$ cat config.mk
export PLATFORM = sky130hd
export DESIGN_NAME = gpu_cmd_queue
export DESIGN_NICKNAME = d
export VERILOG_FILES = /design/src/rtl/gpu_cmd_queue.sv
export SDC_FILE = /design/constraint.sdc
export NUM_CORES = 1
export LEC_CHECK = 0
export BUFFER_PORTS_ARGS = -buffer_cell sky130_fd_sc_hd__buf_2
export CORE_MARGIN = 2
export CORE_UTILIZATION = 45
export DETAILED_ROUTE_END_ITERATION = 8
export PLACE_DENSITY = 0.64
export SKIP_CTS_REPAIR_TIMING = 1
export SYNTH_ARGS = -nofsm -noshare
export SYNTH_HDL_FRONTEND = slang
export SYNTH_SLANG_ARGS = --single-unit
$ cat constraint.sdc
create_clock -name Clk -period 12.3 [get_ports Clk]
set_input_delay 1.23 -clock Clk [delete_from_list [all_inputs] [get_ports Clk]]
set_output_delay 1.23 -clock Clk [all_outputs]
set_load 0.01 [all_outputs]
$ cat src/rtl/gpu_cmd_queue.sv
// Command FIFO between the SLC-3 ISDU and the graphics unit, issuing one command at a time over a toggle req/ack handshake.
// Optional ack timeout enabled by defining GPU_CMD_TIMEOUT_EN.
module gpu_cmd_queue #(
  parameter int DEPTH       = 8,
  parameter int CMD_W       = 3,
  parameter int DATA_W      = 8,
  parameter int TIMEOUT_CYC = 1023
) (
  input  logic                      Clk,
  input  logic                      Reset_ah,
  input  logic                      cpu_valid,
  input  logic [CMD_W-1:0]          cpu_cmd,
  input  logic [DATA_W-1:0]         cpu_data,
  input  logic [9:0]                cpu_x,
  input  logic [9:0]                cpu_y,
  input  logic [7:0]                cpu_color,
  output logic                      cpu_full,
  output logic [$clog2(DEPTH):0]    cpu_count,
  output logic                      overflow,
  output logic [CMD_W-1:0]          gpu_command,
  output logic [DATA_W-1:0]         gpu_data,
  output logic [9:0]                gpu_x,
  output logic [9:0]                gpu_y,
  output logic [7:0]                gpu_color,
  output logic                      gpu_req,
  input  logic                      gpu_ack,
  output logic                      idle,
  output logic                      timeout_err
);

  localparam int AW    = $clog2(DEPTH);
  localparam int CW    = AW + 1;
  localparam int ENT_W = CMD_W + DATA_W + 28;
  localparam logic [CMD_W-1:0] CMD_FLUSH = {CMD_W{1'b1}};
  localparam logic [CW-1:0]    DEPTH_C   = CW'(DEPTH);

  typedef enum logic {S_IDLE = 1'b0, S_WAIT = 1'b1} state_e;

  logic [ENT_W-1:0]  mem_q [DEPTH];
  logic [AW-1:0]     wr_ptr_q, wr_ptr_d, rd_ptr_q, rd_ptr_d;
  logic [CW-1:0]     count_q, count_d;
  logic              overflow_q, overflow_d;
  state_e            state_q;
  logic [ENT_W-1:0]  gpu_ent_q;
  logic              gpu_req_q;
  logic              flush_s, pop_s, full_s, push_s, refuse_s, timeout_s;

  // Decode the push/pop/flush events for this edge.
  always_comb begin
    flush_s  = cpu_valid && (cpu_cmd == CMD_FLUSH);
    full_s   = (count_q == DEPTH_C);
    pop_s    = (state_q == S_IDLE) && (count_q != {CW{1'b0}});
    push_s   = cpu_valid && !flush_s && !full_s;
    refuse_s = cpu_valid && !flush_s && full_s;
  end

  // FIFO pointer, occupancy and overflow next-state; a flush overrides any pop.
  always_comb begin
    wr_ptr_d   = wr_ptr_q;
    rd_ptr_d   = rd_ptr_q;
    count_d    = count_q;
    overflow_d = overflow_q;
    if (flush_s) begin
      wr_ptr_d   = {AW{1'b0}};
      rd_ptr_d   = {AW{1'b0}};
      count_d    = {CW{1'b0}};
      overflow_d = 1'b0;
    end else begin
      if (push_s) wr_ptr_d = wr_ptr_q + AW'(1);
      else        wr_ptr_d = wr_ptr_q;
      if (pop_s)  rd_ptr_d = rd_ptr_q + AW'(1);
      else        rd_ptr_d = rd_ptr_q;
      if (push_s && !pop_s)      count_d = count_q + CW'(1);
      else if (!push_s && pop_s) count_d = count_q - CW'(1);
      else                       count_d = count_q;
      if (refuse_s) overflow_d = 1'b1;
      else          overflow_d = overflow_q;
    end
  end

  // FIFO control registers.
  always_ff @(posedge Clk or posedge Reset_ah) begin
    if (Reset_ah) begin
      wr_ptr_q   <= {AW{1'b0}};
      rd_ptr_q   <= {AW{1'b0}};
      count_q    <= {CW{1'b0}};
      overflow_q <= 1'b0;
    end else begin
      wr_ptr_q   <= wr_ptr_d;
      rd_ptr_q   <= rd_ptr_d;
      count_q    <= count_d;
      overflow_q <= overflow_d;
    end
  end

  // Entry storage; contents are meaningless once the pointers are cleared.
  always_ff @(posedge Clk) begin
    if (push_s) mem_q[wr_ptr_q] <= {cpu_cmd, cpu_data, cpu_x, cpu_y, cpu_color};
  end

`ifdef GPU_CMD_TIMEOUT_EN
  localparam int TW = $clog2(TIMEOUT_CYC + 1);
  localparam logic [TW-1:0] TO_LAST = TW'(TIMEOUT_CYC - 1);
  logic [TW-1:0] to_cnt_q;
  logic          timeout_err_q;

  // The TIMEOUT_CYC-th unanswered WAIT cycle abandons the command.
  always_comb begin
    timeout_s = (state_q == S_WAIT) && (gpu_ack != gpu_req_q) && (to_cnt_q == TO_LAST);
  end

  // WAIT-cycle counter and sticky timeout flag.
  always_ff @(posedge Clk or posedge Reset_ah) begin
    if (Reset_ah) begin
      to_cnt_q      <= {TW{1'b0}};
      timeout_err_q <= 1'b0;
    end else begin
      if (state_q == S_IDLE)  to_cnt_q <= {TW{1'b0}};
      else                    to_cnt_q <= to_cnt_q + TW'(1);
      if (timeout_s) timeout_err_q <= 1'b1;
    end
  end

  assign timeout_err = timeout_err_q;
`else
  // Without the timeout option WAIT lasts until the ack arrives.
  always_comb begin
    timeout_s = 1'b0;
  end

  assign timeout_err = 1'b0;
`endif

  // Issue FSM with registered handshake and command outputs.
  always_ff @(posedge Clk or posedge Reset_ah) begin
    if (Reset_ah) begin
      state_q   <= S_IDLE;
      gpu_ent_q <= {ENT_W{1'b0}};
      gpu_req_q <= 1'b0;
    end else begin
      case (state_q)
        S_IDLE: begin
          if (pop_s) begin
            gpu_ent_q <= mem_q[rd_ptr_q];
            gpu_req_q <= ~gpu_req_q;
            state_q   <= S_WAIT;
          end
        end
        S_WAIT: begin
          if (gpu_ack == gpu_req_q) begin
            state_q <= S_IDLE;
          end else if (timeout_s) begin
            gpu_req_q <= gpu_ack;
            state_q   <= S_IDLE;
          end
        end
        default: state_q <= S_IDLE;
      endcase
    end
  end

  assign {gpu_command, gpu_data, gpu_x, gpu_y, gpu_color} = gpu_ent_q;
  assign gpu_req   = gpu_req_q;
  assign cpu_count = count_q;
  assign cpu_full  = full_s;
  assign overflow  = overflow_q;
  assign idle      = (state_q == S_IDLE) && (count_q == {CW{1'b0}});

endmodule
* After elaboration in Yosys (flattened, before gate mapping)
Memory sizes are Yosys's and may differ from the RTL's. A register that Yosys moved wholly into a read port is not among the register bits.
Cells that the tools add are included.
** Word-level totals
- Register bits :: 13
- Bits in writable memories :: 312
- Input port bits :: 43
- Output and inout port bits :: 48
- Logic and storage cells :: 53
- Memories :: 1
** Cells by class
- Add/subtract/negate cells :: 4
- Equal/unequal tests :: 4
- Muxes and demuxes :: 16
- Bitwise operators :: 2
- Reduce and logical (&&, ||, !) cells :: 20
** Memories
- mem_q :: depth 8, width 39, read ports 1, clocked after memory_dff 1, wr ports 1, line 39 : logic [ENT_W-1:0] mem_q [DEPTH];
** Operators by type and width (number)
- two-way mux 3 bit :: 4
- two-way mux 4 bit :: 3
- logical AND 1 bit :: 8
- two-way mux 1 bit :: 8
- adder 3 x 1 -> 3 bit, second input constant :: 2
- nonzero test 2 bit :: 3
- adder 4 x 1 -> 4 bit, second input constant :: 1
- == test 4 bit, second input constant :: 1
- logical NOT 1 bit :: 4
- logical NOT 4 bit :: 1
- AND reduction 2 bit :: 2
- nonzero test 4 bit :: 1
- subtractor 4 x 1 -> 4 bit, second input constant :: 1
- == test 3 bit, second input constant :: 1
- nonzero test 3 bit :: 1
- inequality test 2 bit, second input constant :: 1
- inverter 1 bit :: 2
- one-hot mux 1 bit (2 select lines) :: 1
- == test 1 bit :: 1

* Logic depth before layout (Yosys ltp)
Gate-level depths: netlist of run 1.
- Word-level depth :: 10
- Gate-level depth with buffers :: 10
- Mapped depth without buffers :: 9

* Least setup slack after synthesis of run 1
Ideal clock, no wire load.
- Path type :: input to register
- From :: input port cpu_cmd[2]
- To :: memory mem_q[1][0] (netlist bit), enable pin
- Library setup time :: 484 ps
- Arrival time :: 4556 ps
- Data required time :: 11816 ps
- Path slack :: 7260 ps
- Stages on the path :: 5
- Buffers on the path :: 1
- Path through :: and3_1 -> buf_2 -> nor3_4 -> nand2_1 -> nor3_1
** Between the ends
- Longest elaborated chain between the ends :: 7
** Ends and longest elaborated chain
- start, declared :: line 12 : input logic [CMD_W-1:0] cpu_cmd,
- == test 3 bit :: line 50 : flush_s = cpu_valid && (cpu_cmd == CMD_FLUSH);
- logical AND 1 bit :: line 50
- logical NOT 1 bit :: line 53 : push_s = cpu_valid && !flush_s && !full_s;
- logical AND 1 bit (2 in series) :: line 53
- two-way mux 1 bit :: line 98 : if (push_s) mem_q[wr_ptr_q] <= {cpu_cmd, cpu_data, cpu_x, cpu_y, cpu_color};
- two-way mux 1 bit (implied by the code) :: line 98
- end, declared :: line 39
Every way passes these cells.

* Worst setup path after layout of run 1
- From :: input port cpu_cmd[1]
- To :: memory mem_q[1][8] (netlist bit), enable pin
The elaborated chain is that of the path after synthesis.

==> impl_metrics.yaml, run 1 <==
logic_synthesis:
  ys_seq_area_share_pct: 76.3
  yosysTopAreaCell: "edfxtp_1"
  synth.top_cells.by_count: "edfxtp_1 (312), mux4_2 (78), dfrtp_1 (52)"
  synth_top_area_share_pct: 67.0
  yosys_warnings: 0
  yosysUniqueCellTypes: 46
  avgSynthCellArea_sq_um: 20.4
  synth_adder_area_share_pct: 0.501
  syn_nets: 734
  synth_edf_count: 312
  synthCells: 686
  yosys-top-cells-area: "edfxtp_1 (67%), mux4_2 (13%), dfrtp_1 (9.3%)"
  muxShareOfSynthArea_pct: 15.7
  synth-xor-area-share_pct: 0.376
  synthSimpleGateAreaFrac_pct: 2.81
  synth_compound_area_share_pct: 2.46
  synth_top_family_by_area: "multiplexers"
  netlist_area_sq_um: 14000
  synthArstFlopShare_pct: 14.3
  synth_seq_cells: 364
  yosysMostFrequentCell: "edfxtp_1"
  synth_ff_type: "edfxtp_1"
sta:
  drv_slew: 0
  clock_skew_ns: 0.0134
  worst_pin_slew_ns: 0.936
  tns_ns: 0
  fin_crit_sh_pct: 28.9
  grt_setup_unrepaired: "no"
  finalCriticalPeriod_ns: 3.55
  slew_headroom_pct: 37.2
  setup_viol: 0
  hold_violations: 0
  max_freq_ghz: 0.281
  timing.hold.ws_ns: 0.504
power_and_ir_drop:
  net-switching-power_mw: 1.16
  comb_power_share_pct: 26.8
  power_frac_seq_pct: 43.7
  power.share.clock_pct: 29.5
  power_density_nw_per_um2: 244
  ir_drop_mv: 0.143
  swShare_pct: 29.4
  finalPower_mw: 3.93
  internal-power_mw: 2.78
  leakagePower_nw: 5.47
floorplanning:
  initial_core_util_pct: 45.7
  io_pins: 91
  die_y_um: 180
  dieArea_sq_um: 32500
  row_count: 64
  coreArea_sq_um: 30600
  die_x_um: 180
drt:
  via_per_inst: 5.50
  vias: 6689
  drt_wl_total_mm: 26.6
  drtIter0Drc: 567
  drcViolationCount: 0
  drt.antenna.violating_nets: 0
  drtPass1Iterations: 5
  post_drt_wl_per_cell_um: 21.9
final_layout:
  drive_above_1_share_pct: 31.1
  design_area_sq_um: 16100
  areaGrowthSynthToFinish_pct: 15.5
  final_util_pct: 52.8
  layout.nets: 838
  fillCellCount: 2380
grt:
  grt_pass1_vias: 7094
  track_usage_pct: 16.7
  overflow: 0
  grt_max_degree: 53
  antenna_found_initial: 3
  grt_pass1_wl_mm: 41.7
worst_setup_path:
  reg2regPathDepth: 6
  startpoint_type: "input port"
  r2r-start: "cpu_count[3]"
  critPathMaxFanout: 28
  r2r-end: "mem_q[1][8]"
  cp.arrival_ns: 3.71
  worst_ep_required_time_ns: 12.45
  cp_slowest_stage_delay_ns: 0.78
  crit_chain: "buf_2, and3_1, nor3_4, nand2_1, nor3_2, buf_4"
  ff2ff_setup_slack_ns: 9.13
  critPathSlowestCell: "nor3_2"
  endpoint_kind: "flip-flop"
  worst-setup-path-type: "in2reg"
clock_tree:
  clk_pin_slew_ns: 0.06
  clk_path_buf_depth: 3
  root_buffer: "clkbuf_16"
  cts.htree.levels: 2
  cts_buffers: 37
  cts_sinks: 364
  cts_tree: "done"
  clk_latency_ns: 0.52
place:
  port_buffers: 89
  postPlaceCellArea_sq_um: 14900
  hpwl_mm: 15.3
  gp_congestion: 0.762
min_path:
  hold_path_class: "reg2reg"
  holdPathEnd: "gpu_req"
  hold_depth: 1
  hp-start: "gpu_req"
outcome:
  outcome: "complete, no violations"
flow_run:
  maxCapViolations: 0
[per-layer routing]
| metal | GRT usage, % | up-vias | wire [um] |
|---|---|---|---|
| met5 | 0 | - | 13 |
| met4 | 4.71 | 2 | 469 |
| met3 | 2.65 | 36 | 1170 |
| met2 | 28.3 | 173 | 13600 |
| met1 | 22.5 | 3502 | 11400 |
| li1 | - | 2976 | - |
[per-stage QoR]
step                worst slack [ns]  cells
floorplan                       7.26    686
global placement                8.24   1147
detailed placement              8.17   1147
CTS                             8.70   1215
global route                    8.54   1217
finish                          8.75   1217
[layout by cell type, fill, tap and decap left out, types with 7 or more instances in the layout]
| cell | instances |
|---|---|
| a21oi_1 | 49 |
| buf_2 | 89 |
| buf_4 | 14 |
| clkbuf_1 | 12 |
| clkbuf_16 | 39 |
| dfrtp_1 | 49 |
| edfxtp_1 | 312 |
| mux2i_1 | 42 |
| mux4_2 | 78 |
| nand2_1 | 9 |
| nor2_1 | 40 |
| nor2_4 | 7 |
[worst max-delay path by stage]
stage,endpoint,start,cells past startpoint
floorplan,mem_q[1][0],cpu_cmd[2],5
CTS,mem_q[1][0],cpu_cmd[1],6
finish,mem_q[1][8],cpu_cmd[1],6
detailed placement,mem_q[1][10],cpu_cmd[1],6
global placement,mem_q[1][8],cpu_cmd[1],6
global route,mem_q[1][0],cpu_cmd[1],6
[power by group through the flow]
| stage | clock, mW | sequential, mW | combinational, mW |
|---|---|---|---|
| 3_5_place_dp | 0 | 1.75 | 1.08 |
| 5_1_grt | 1.23 | 1.75 | 1.16 |
| 4_1_cts | 1.18 | 1.72 | 1.08 |
| 2_1_floorplan | 0 | 1.70 | 0.816 |
| 3_3_place_gp | 0 | 1.73 | 1.05 |
| 6_report | 1.16 | 1.72 | 1.06 |
[area by class of cell]
cell class | instances | area [sq um] | area share [%]
sequential | 364 | 10700 | 66.1
multi-input combinational | 277 | 3120 | 19.3
clock buffer | 52 | 1030 | 6.41
timing repair buffer | 103 | 551 | 3.41
tap | 396 | 495 | 3.07
clock inverter | 16 | 234 | 1.45
inverter | 7 | 31.3 | 0.194
antenna | 2 | 5.00 | 0.0310
[kinds of logic after synthesis]
kind of cell             count (synthesis)
flip-flops                             364
AO/OA/AOI/OAI                           63
AND/OR/NAND/NOR                         81
XOR/XNOR                                 6
multiplexers                           121
buffers and inverters                   45
other                                    1
adder cells (fa/ha/maj)                  5
[flip-flops by register name, summed over array words and instances (netlist names)]
register and count:
state_q 1, gpu_req 1, wr_ptr_q 3, cpu_count 4
overflow 1, gpu_ent_q 39, rd_ptr_q 3, mem_q 312
[worst max-delay path, delay by kind of cell]
family        cells  cell delay [ns]
simple gates      4             1.70
buf+inv           2             0.74
Note: power is estimated with default switching activity, not from simulation.
==> run 2, diff against run 1 <==
--- a/config.mk
+++ b/config.mk
@@ -9,7 +9,7 @@
 export CORE_MARGIN = 2
 export CORE_UTILIZATION = 45
 export DETAILED_ROUTE_END_ITERATION = 8
-export PLACE_DENSITY = 0.64
+export PLACE_DENSITY = 0.67
 export SKIP_CTS_REPAIR_TIMING = 1
 export SYNTH_ARGS = -nofsm -noshare
 export SYNTH_HDL_FRONTEND = slang
==> constraint.sdc (replaced) <==
create_clock -name Clk -period 3.19 [get_ports Clk]
set_input_delay 0.319 -clock Clk [delete_from_list [all_inputs] [get_ports Clk]]
set_output_delay 0.319 -clock Clk [all_outputs]
set_load 0.01 [all_outputs]
==> run 2 against run 1 <==
  * Utilization rose by 0.47 points
  * Die area did not move
  * Largest cell class unchanged
  * Largest power group unchanged
  * Worst setup slack got worse by 8.1 ns
  * Global-route usage fell by 0.12 points
==> impl_metrics.yaml, run 2 (synthesis gave the netlist of run 1 again) <==
sta:
  finalCriticalPeriod_ns: 2.59
  max_freq_ghz: 0.387
  fin_crit_sh_pct: 81.1
  grt_setup_unrepaired: "no"
  worst_pin_slew_ns: 0.712
  setup_viol: 0
  drv_slew: 0
  clock_skew_ns: 0.0195
  hold_violations: 0
  slew_headroom_pct: 52.4
outcome:
  outcome: "complete, no violations"
floorplanning:
  io_pins: 91
  coreArea_sq_um: 30600
  die_x_um: 180
  initial_core_util_pct: 45.7
  dieArea_sq_um: 32500
  die_y_um: 180
  row_count: 64
clock_tree:
  clk_pin_slew_ns: 0.06
  cts_sinks: 364
  cts.htree.levels: 2
  root_buffer: "clkbuf_16"
  clk_path_buf_depth: 3
  clk_latency_ns: 0.52
  cts_tree: "done"
  cts_buffers: 38
place:
  port_buffers: 89
  dp.cells: 1161
  postPlaceCellArea_sq_um: 15100
  hpwl_mm: 16.4
  gp_congestion: 0.728
worst_setup_path:
  crit_chain: "or4b_4, clkinv_4, nor3_4, o21ai_1, inv_1, fa_1, or3_1, o211ai_1"
  worst-setup-path-type: "reg2reg"
  cp_slowest_stage_delay_ns: 0.64
  critPathMaxFanout: 9
  startpoint_type: "flip-flop"
  worst_ep_required_time_ns: 3.62
  cp.arrival_ns: 3.02
  endpoint_kind: "flip-flop"
  critPathSlowestCell: "or4b_4"
final_layout:
  diodes: 0
  areaGrowthSynthToFinish_pct: 16.5
  design_area_sq_um: 16300
  final_common_cell: "edfxtp_1"
  final_cell_mix: "edfxtp_1 (312), buf_2 (89), mux4_2 (78), a21oi_1 (49), dfrtp_1 (49)"
  drive_above_1_share_pct: 32.7
  layout.nets: 854
  largest_reg_flops: 312
  layout.cells.non_filler: 1232
  largest_register: "mem_q"
drt:
  via_per_inst: 5.38
  drt.antenna.violating_nets: 0
  drcViolationCount: 0
  drtIter0Drc: 424
  vias: 6633
  drt_wl_total_mm: 26.7
  drtPass1Iterations: 4
  post_drt_wl_per_cell_um: 21.6
flow_run:
  maxCapViolations: 0
grt:
  grt_pass1_vias: 6866
  grt_max_degree: 36
  antenna_found_initial: 0
  overflow: 0
  grt_pass1_wl_mm: 41.1
  track_usage_pct: 16.5
power_and_ir_drop:
  leakagePower_nw: 5.54
  power_density_nw_per_um2: 926
  ir_drop_mv: 0.337
  finalPower_mw: 15.1
min_path:
  hold_path_class: "in2reg"
[run 2: worst max-delay path: cells and delay by family (launching register included)]
family	cells	cell delay (ns)
simple gates	3	1.08
flops	1	0.49
fa+ha+maj	1	0.48
compound gates	2	0.28
buf+inv	2	0.18
[run 2: through the flow]
| step | worst slack [ns] | hold WS [ns] | setup TNS, ns | util [%] |
|---|---|---|---|---|
| 3_5_place_dp | 0.602 | 0.402 | 0 | 49.2 |
| 4_1_cts | 0.594 | -0.158 | 0 | 53.2 |
| 5_1_grt | 0.452 | 0.0688 | 0 | 53.3 |
| 2_1_floorplan | -0.183 | 0.418 | -41.57 | - |
| 6_report | 0.604 | 0.0761 | 0 | 53.3 |
| 3_3_place_gp | 0.653 | 0.405 | 0 | 49.2 |
[run 2: cell type report]
cell class	instances	area (sq um)
timing repair buffer	118	728
clock buffer	55	1070
tap	396	495
fill	2416	14300
sequential	364	10700
multi-input combinational	277	3130
clock inverter	15	154
inverter	7	31.3
[run 2: layer usage]
layer | global-route usage [%] | part of all wire, % | vias to the layer above
li1 | - | - | 3007
met3 | 2.87 | 3.8 | 29
met2 | 27.6 | 50 | 135
met5 | 0 | 0 | -
met1 | 22.7 | 44 | 3462
met4 | 4.61 | 1.8 | 0
[run 2: where the power goes]
part	total [mW]	leakage, nW	internal, mW	switching (mW)
Combinational	4.17	1.53	2.02	2.16
Clock	4.28	0.594	2.52	1.75
Sequential	6.64	3.41	6.04	0.608
[run 2: path summary, 6_finish.rpt]
path	end	slack, ns	cells past startpoint	startpoint
hold / removal	mem_q[2][1]	0.08	1	cpu_color[1]
setup reg to reg	cpu_count[1]	0.60	8	cpu_count[0]
hold reg to reg	gpu_req	0.51	1	gpu_req
max in group asynchronous	rd_ptr_q[1]	2.02	4	Reset_ah
setup / recovery	cpu_count[1]	0.60	8	cpu_count[0]
min in group asynchronous	gpu_ent_q[29]	0.39	3	Reset_ah
